### src/rtl/apb_uart_tx.sv
// apb_uart_tx -- 8N1 UART transmitter with an APB completer port.
//
// Software pushes bytes into a small transmit FIFO through the THR register.
// A start/data/stop serialiser drains the FIFO onto tx_o, LSB first, at a
// programmable baud divisor. Each bit lasts max(DIV,1) clock cycles.
//
// Register map (offset = paddr_i[3:2]):
//   0x0 THR  W: push byte (error if the FIFO is full)    R: 0
//   0x4 LSR  R: bit5 THRE (FIFO not full), bit6 TEMT     W: ignored
//   0x8 DIV  R/W: [15:0] baud divisor                     (0 acts as 1)
//   0xC LVL  R: FIFO fill level                           W: ignored
//
// Ports:
//   clk_i, rst_i            clock (rising edge), synchronous active-high reset
//   psel_i, penable_i,
//   pwrite_i, paddr_i,
//   pwdata_i                APB request
//   prdata_o, pready_o,
//   pslverr_o               APB response (zero wait states)
//   tx_o                    registered serial output, idle high
//   tx_empty_o              registered: FIFO empty and serialiser idle
module apb_uart_tx #(
  parameter int unsigned APB_ADDR_WIDTH = 32,
  parameter int unsigned FIFO_DEPTH     = 8,
  parameter logic [15:0] DIV_RESET      = 16'd434
) (
  input  logic                      clk_i,
  input  logic                      rst_i,
  input  logic                      psel_i,
  input  logic                      penable_i,
  input  logic                      pwrite_i,
  input  logic [APB_ADDR_WIDTH-1:0] paddr_i,
  input  logic [31:0]               pwdata_i,
  output logic [31:0]               prdata_o,
  output logic                      pready_o,
  output logic                      pslverr_o,
  output logic                      tx_o,
  output logic                      tx_empty_o
);

  localparam int unsigned PTR_W = (FIFO_DEPTH > 1) ? $clog2(FIFO_DEPTH) : 1;
  localparam int unsigned LVL_W = PTR_W + 1;

  typedef enum logic [1:0] {
    ST_IDLE  = 2'd0,
    ST_START = 2'd1,
    ST_DATA  = 2'd2,
    ST_STOP  = 2'd3
  } state_e;

  // APB decode
  logic       access_s;
  logic       wr_s;
  logic       rd_s;
  logic [1:0] reg_sel_s;
  logic       unused_s;

  // FIFO
  logic [7:0]       mem_q [FIFO_DEPTH];
  logic [PTR_W-1:0] wr_ptr_q;
  logic [PTR_W-1:0] rd_ptr_q;
  logic [LVL_W-1:0] count_q;
  logic [LVL_W-1:0] count_d;
  logic             fifo_full_s;
  logic             fifo_empty_s;
  logic             push_s;
  logic             pop_s;
  logic [7:0]       fifo_rd_s;

  // Divisor and serialiser
  logic [15:0] div_q;
  logic [15:0] div_eff_s;
  logic [15:0] reload_s;
  state_e      state_q;
  state_e      state_d;
  logic [15:0] cnt_q;
  logic [15:0] cnt_d;
  logic [2:0]  idx_q;
  logic [2:0]  idx_d;
  logic [7:0]  shift_q;
  logic [7:0]  shift_d;
  logic        bit_end_s;
  logic        tx_q;
  logic        tx_d;
  logic        tx_empty_q;
  logic        tx_empty_d;
  logic        thre_s;
  logic        temt_s;

  assign access_s  = psel_i & penable_i;
  assign wr_s      = access_s & pwrite_i;
  assign rd_s      = access_s & ~pwrite_i;
  assign reg_sel_s = paddr_i[3:2];

  // Address bits outside [3:2] and the upper write-data half carry no meaning.
  assign unused_s = ^{paddr_i[APB_ADDR_WIDTH-1:4], paddr_i[1:0], pwdata_i[31:16]};

  assign fifo_full_s  = (count_q == LVL_W'(FIFO_DEPTH));
  assign fifo_empty_s = (count_q == {LVL_W{1'b0}});
  // Fullness is judged on the registered level, so a same-cycle pop cannot rescue a push.
  assign push_s       = wr_s & (reg_sel_s == 2'd0) & ~fifo_full_s;
  assign fifo_rd_s    = mem_q[rd_ptr_q];

  assign div_eff_s = (div_q == 16'd0) ? 16'd1 : div_q;
  assign reload_s  = div_eff_s - 16'd1;
  assign bit_end_s = (cnt_q == 16'd0);

  assign thre_s = ~fifo_full_s;
  assign temt_s = fifo_empty_s & (state_q == ST_IDLE);

  assign pready_o   = 1'b1;
  assign pslverr_o  = wr_s & (reg_sel_s == 2'd0) & fifo_full_s;
  assign tx_o       = tx_q;
  assign tx_empty_o = tx_empty_q;

  // Register read mux, combinational from current state.
  always_comb begin
    prdata_o = 32'd0;
    if (rd_s) begin
      case (reg_sel_s)
        2'd0:    prdata_o = 32'd0;
        2'd1:    prdata_o = {25'd0, temt_s, thre_s, 5'd0};
        2'd2:    prdata_o = {16'd0, div_q};
        2'd3:    prdata_o = {{(32-LVL_W){1'b0}}, count_q};
        default: prdata_o = 32'd0;
      endcase
    end else begin
      prdata_o = 32'd0;
    end
  end

  // FIFO level next-state: simultaneous push and pop leaves it unchanged.
  always_comb begin
    count_d = count_q;
    case ({push_s, pop_s})
      2'b10:   count_d = count_q + LVL_W'(1'b1);
      2'b01:   count_d = count_q - LVL_W'(1'b1);
      default: count_d = count_q;
    endcase
  end

  // FIFO storage; contents need no reset since the level gates every read.
  always_ff @(posedge clk_i) begin
    if (push_s) begin
      mem_q[wr_ptr_q] <= pwdata_i[7:0];
    end
  end

  // FIFO pointers, level and baud divisor register.
  always_ff @(posedge clk_i) begin
    if (rst_i) begin
      wr_ptr_q <= {PTR_W{1'b0}};
      rd_ptr_q <= {PTR_W{1'b0}};
      count_q  <= {LVL_W{1'b0}};
      div_q    <= DIV_RESET;
    end else begin
      if (push_s) begin
        wr_ptr_q <= wr_ptr_q + PTR_W'(1'b1);
      end
      if (pop_s) begin
        rd_ptr_q <= rd_ptr_q + PTR_W'(1'b1);
      end
      count_q <= count_d;
      if (wr_s && (reg_sel_s == 2'd2)) begin
        div_q <= pwdata_i[15:0];
      end
    end
  end

  // Serialiser next-state. The bit counter is reloaded from the live divisor at
  // every bit boundary, so divisor writes take effect at the next bit.
  always_comb begin
    state_d = state_q;
    cnt_d   = cnt_q;
    idx_d   = idx_q;
    shift_d = shift_q;
    pop_s   = 1'b0;
    case (state_q)
      ST_IDLE: begin
        if (!fifo_empty_s) begin
          pop_s   = 1'b1;
          shift_d = fifo_rd_s;
          cnt_d   = reload_s;
          state_d = ST_START;
        end else begin
          state_d = ST_IDLE;
        end
      end
      ST_START: begin
        if (bit_end_s) begin
          cnt_d   = reload_s;
          idx_d   = 3'd0;
          state_d = ST_DATA;
        end else begin
          cnt_d = cnt_q - 16'd1;
        end
      end
      ST_DATA: begin
        if (bit_end_s) begin
          cnt_d = reload_s;
          if (idx_q == 3'd7) begin
            state_d = ST_STOP;
          end else begin
            idx_d   = idx_q + 3'd1;
            shift_d = {1'b0, shift_q[7:1]};
          end
        end else begin
          cnt_d = cnt_q - 16'd1;
        end
      end
      ST_STOP: begin
        if (bit_end_s) begin
          cnt_d = reload_s;
          // Chain straight into the next frame when more data is waiting.
          if (!fifo_empty_s) begin
            pop_s   = 1'b1;
            shift_d = fifo_rd_s;
            state_d = ST_START;
          end else begin
            state_d = ST_IDLE;
          end
        end else begin
          cnt_d = cnt_q - 16'd1;
        end
      end
      default: begin
        state_d = ST_IDLE;
      end
    endcase
  end

  // Line level for the current state; registered one cycle later onto tx_o.
  always_comb begin
    tx_d = 1'b1;
    case (state_q)
      ST_IDLE:  tx_d = 1'b1;
      ST_START: tx_d = 1'b0;
      ST_DATA:  tx_d = shift_q[0];
      ST_STOP:  tx_d = 1'b1;
      default:  tx_d = 1'b1;
    endcase
    tx_empty_d = temt_s;
  end

  // Serialiser state and registered outputs.
  always_ff @(posedge clk_i) begin
    if (rst_i) begin
      state_q    <= ST_IDLE;
      cnt_q      <= 16'd0;
      idx_q      <= 3'd0;
      shift_q    <= 8'd0;
      tx_q       <= 1'b1;
      tx_empty_q <= 1'b1;
    end else begin
      state_q    <= state_d;
      cnt_q      <= cnt_d;
      idx_q      <= idx_d;
      shift_q    <= shift_d;
      tx_q       <= tx_d;
      tx_empty_q <= tx_empty_d;
    end
  end

endmodule

### config.mk
export PLATFORM = sky130hd
export DESIGN_NAME = apb_uart_tx
export DESIGN_NICKNAME = d
export VERILOG_FILES = /design/src/rtl/apb_uart_tx.sv
export SDC_FILE = /design/constraint.sdc
export NUM_CORES = 1
export LEC_CHECK = 0
export BUFFER_PORTS_ARGS = -buffer_cell sky130_fd_sc_hd__buf_2
export CAP_MARGIN = 20
export CORE_MARGIN = 3
export CORE_UTILIZATION = 30
export CTS_CLUSTER_SIZE = 12
export DETAILED_ROUTE_END_ITERATION = 7
export PLACE_DENSITY_LB_ADDON = 0.2
export SLEW_MARGIN = 20
export SYNTH_ARGS = -nofsm -noshare
export SYNTH_HDL_FRONTEND = slang
export SYNTH_SLANG_ARGS = --single-unit
### constraint.sdc
create_clock -name clk_i -period 2.7 [get_ports clk_i]
set_input_delay 0.54 -clock clk_i [delete_from_list [all_inputs] [get_ports clk_i]]
set_output_delay 0.54 -clock clk_i [all_outputs]
set_load 0.02 [all_outputs]
==> metrics.csv <==
metric,value,unit
ctsHtreeMaxLevel,4,
rr_startpoint,cnt_q[1],
overflow,0,
max_freq,0.384,GHz
antenna_left,0,
tns,0,ns
start_kind,register,
synth_async_sr_flop_share,0,%
die_w,149,um
num_io_pins,105,
path_common_cell,xor2_1,
layout_min_cycle_time,2.60,ns
grt_pass1_wl,23.5,mm
clk_pin_slew,0.06,ns
synth.distinct_cells,70,
synth_most_common_cell,edfxtp_1,
drt_wl_total,14.3,mm
register_area,3130,um2
path_buf_inv,1,
crit_fanout,3,
synth-seq-area-share,51.0,%
final_util,37.4,%
worstPathArrival,2.96,ns
drc,0,
gp_congestion,0.804,
syn_inst,564,
grt_max_degree,25,
hp-start,pwdata_i[15],
finalNetCount,716,
gr-usage-all-layers,13.6,%
stdcell_count,911,
reg2reg_to,count_q[2],
nFillCells,1968,
synth_top_area_share,31.4,%
critPathMaxStageDelay,0.32,ns
drive_above_1_share,24.5,%
clk_latency,0.42,ns
worst_ep_required_time,3.06,ns
vias_per_cell,4.85,
power,7.22,mW
cts_buffer_depth,2,
start_util,30.9,%
grt_pass1_vias,4398,
num_rows,51,
syn-cell-area,6120,um2
layout_setup_ws,0.0967,ns
hold_path_class,in2reg,
min_path_cells,3,
worstPathCellList,"inv_2, ha_4, nor4b_4, and4_4, a21oi_4, nor3_4, ha_2, xor2_1, ha_1, a21oi_1, xor2_1, or3_1, a21oi_2",
dp_slack,0.0128,ns
fin_crit_sh,96.4,%
r2r_slack,0.1,ns
clock-sinks,124,
cts.root.buffer_cell,clkbuf_16,
dp.cells,878,
coreArea,19800,um2
hold-path-endpoint,div_q[15],
die_h,149,um
synth_area_leader_cell,edfxtp_1,
synth_edf_count,64,
cp-end-kind,register,
yosysWarnings,0,
drv_cap,0,
status,completed,
antenna_found_initial,0,
synth_area_leaders,"edfxtp_1 31%, dfxtp_1 20%, mux4_2 5.9%, nand2_1 3.8%, mux2i_1 3.6%",
area_growth,20.9,%
setup_viol,0,
vias,4421,
rsz0062_at_grt,yes,
hold_viol_final,0,
drv_slew,0,
ff2ff_path_depth,13,
worstSetupPathType,reg2reg,
n_antenna_cell,0,
slowest_stage,dfxtp_2,
io_buffers,41,
vdd_ir_drop_max,0.454,mV
syn_avg_cell_area,10.9,um2
cellLeakagePower,2.73,nW
multi_input_area,2790,um2
drt_first_iter_violations,274,
cts_buffers,17,
powerDensity,975,nW/um2
dieArea,22200,um2
drtPass1Iterations,4,
clock-skew-final,0.0131,ns
slew_headroom,63.2,%
ys.flop_type,edfxtp_1,
worstMarginPinSlew,0.552,ns
synth_common_cells,"64 x edfxtp_1, 62 x nand2_1, 60 x dfxtp_1",
cpLargestDelayFamily,simple AND/OR/NAND/NOR gates,
ys_ff_latch,124,
cts_tree,done,
worstSetupPathDepth,13,
wl_per_cell,15.7,um
hpwl,10.4,mm
area by class of cell:
| type | instances | share of cell area, % |
|---|---|---|
| sequential | 124 | 42.2 |
| clock buffer | 17 | 5.75 |
| tap | 265 | 4.48 |
| multi-input combinational | 395 | 37.7 |
| inverter | 13 | 0.659 |
| timing repair buffer | 82 | 7.10 |
| clock inverter | 15 | 2.15 |
report_power, final:
group | total, mW | internal, mW | leakage [nW] | switching [mW]
clock network | 2.25 | 1.37 | 0.284 | 0.878
logic | 2.64 | 1.13 | 1.38 | 1.50
registers | 2.33 | 2.17 | 1.06 | 0.163
state kept, by name, indices dropped and copies added, names as in the netlist, named ones only:
| name | count |
|---|---|
| shift_q | 8 |
| wr_ptr_q | 3 |
| state_q | 2 |
| count_q | 4 |
| tx_o | 1 |
| idx_q | 3 |
| tx_empty_o | 1 |
| rd_ptr_q | 3 |
| mem_q | 64 |
| div_q | 16 |
| cnt_q | 16 |
worst min-delay path: stages:
cell and delay [ns]:
buf_2 0.10, nand2_1 0.04, a21oi_1 0.05
cell usage in the layout (no fill, tap or decap), types with 4 or more instances in the layout:
| cell type | instances |
|---|---|
| edfxtp_1 | 64 |
| nand2_1 | 62 |
| dfxtp_1 | 58 |
| nor2_1 | 54 |
| buf_2 | 41 |
| buf_4 | 40 |
| a21oi_1 | 39 |
| mux2i_1 | 22 |
| o21ai_0 | 18 |
| conb_1 | 17 |
| clkbuf_16 | 17 |
| mux4_2 | 16 |
| and2_1 | 13 |
| nor3_1 | 12 |
| ha_1 | 12 |
| inv_1 | 11 |
| xnor2_1 | 11 |
| nand3_1 | 9 |
| nand4_1 | 8 |
| xor2_1 | 7 |
| nor4_1 | 6 |
| nand2b_1 | 6 |
| inv_6 | 6 |
| nor2b_1 | 4 |
| o21ai_1 | 4 |
| o31ai_1 | 4 |
per-stage QoR:
stage	instance area, um2	hold slack [ns]
detailed placement	6760	0.470
global route	7400	0.365
finish	7400	0.359
floorplan	6200	0.436
global placement	6760	0.443
CTS	7350	0.351
cell families (layout without fill, tap and decap cells):
| logic type | after synthesis | in the layout | share of synthesized area [%] |
|---|---|---|---|
| xor gates and xnor gates | 18 | 18 | 2.58 |
| DFF | 124 | 124 | 51.0 |
| AOI/OAI and AO/OA | 101 | 101 | 10.3 |
| buffers and inverters | 60 | 127 | 5.50 |
| and+or+nand+nor | 206 | 206 | 17.9 |
| adders and majority gates | 14 | 14 | 2.86 |
| other | 2 | 17 | 0.123 |
| muxes | 39 | 39 | 9.67 |
worst max path at each step:
stage                       endpoint  startpoint  slack, ns
after floorplan           count_q[2]    cnt_q[0]       0.02
after global placement    count_q[2]    cnt_q[1]       0.04
after detailed placement  count_q[2]    cnt_q[1]       0.01
after CTS                 count_q[2]    cnt_q[1]       0.01
after global routing      count_q[2]    cnt_q[1]      -0.11
final                     count_q[2]    cnt_q[1]        0.1
per-layer routing:
layer	GRT usage, %	routed length, um
met5	0	0
met4	4.58	148
met3	3.22	677
met2	21.1	6660
met1	18.9	6800
timing repair:
action                     CTS  global route
gates resized for setup      1            11
cloned                       0             0
hold buffers                 0             0
setup endpoints to repair    1             2
pin swaps                    0             6
buffers inserted             0             1
hold endpoints to repair     0             0
No activity file was read; power rests on OpenSTA's default activity.
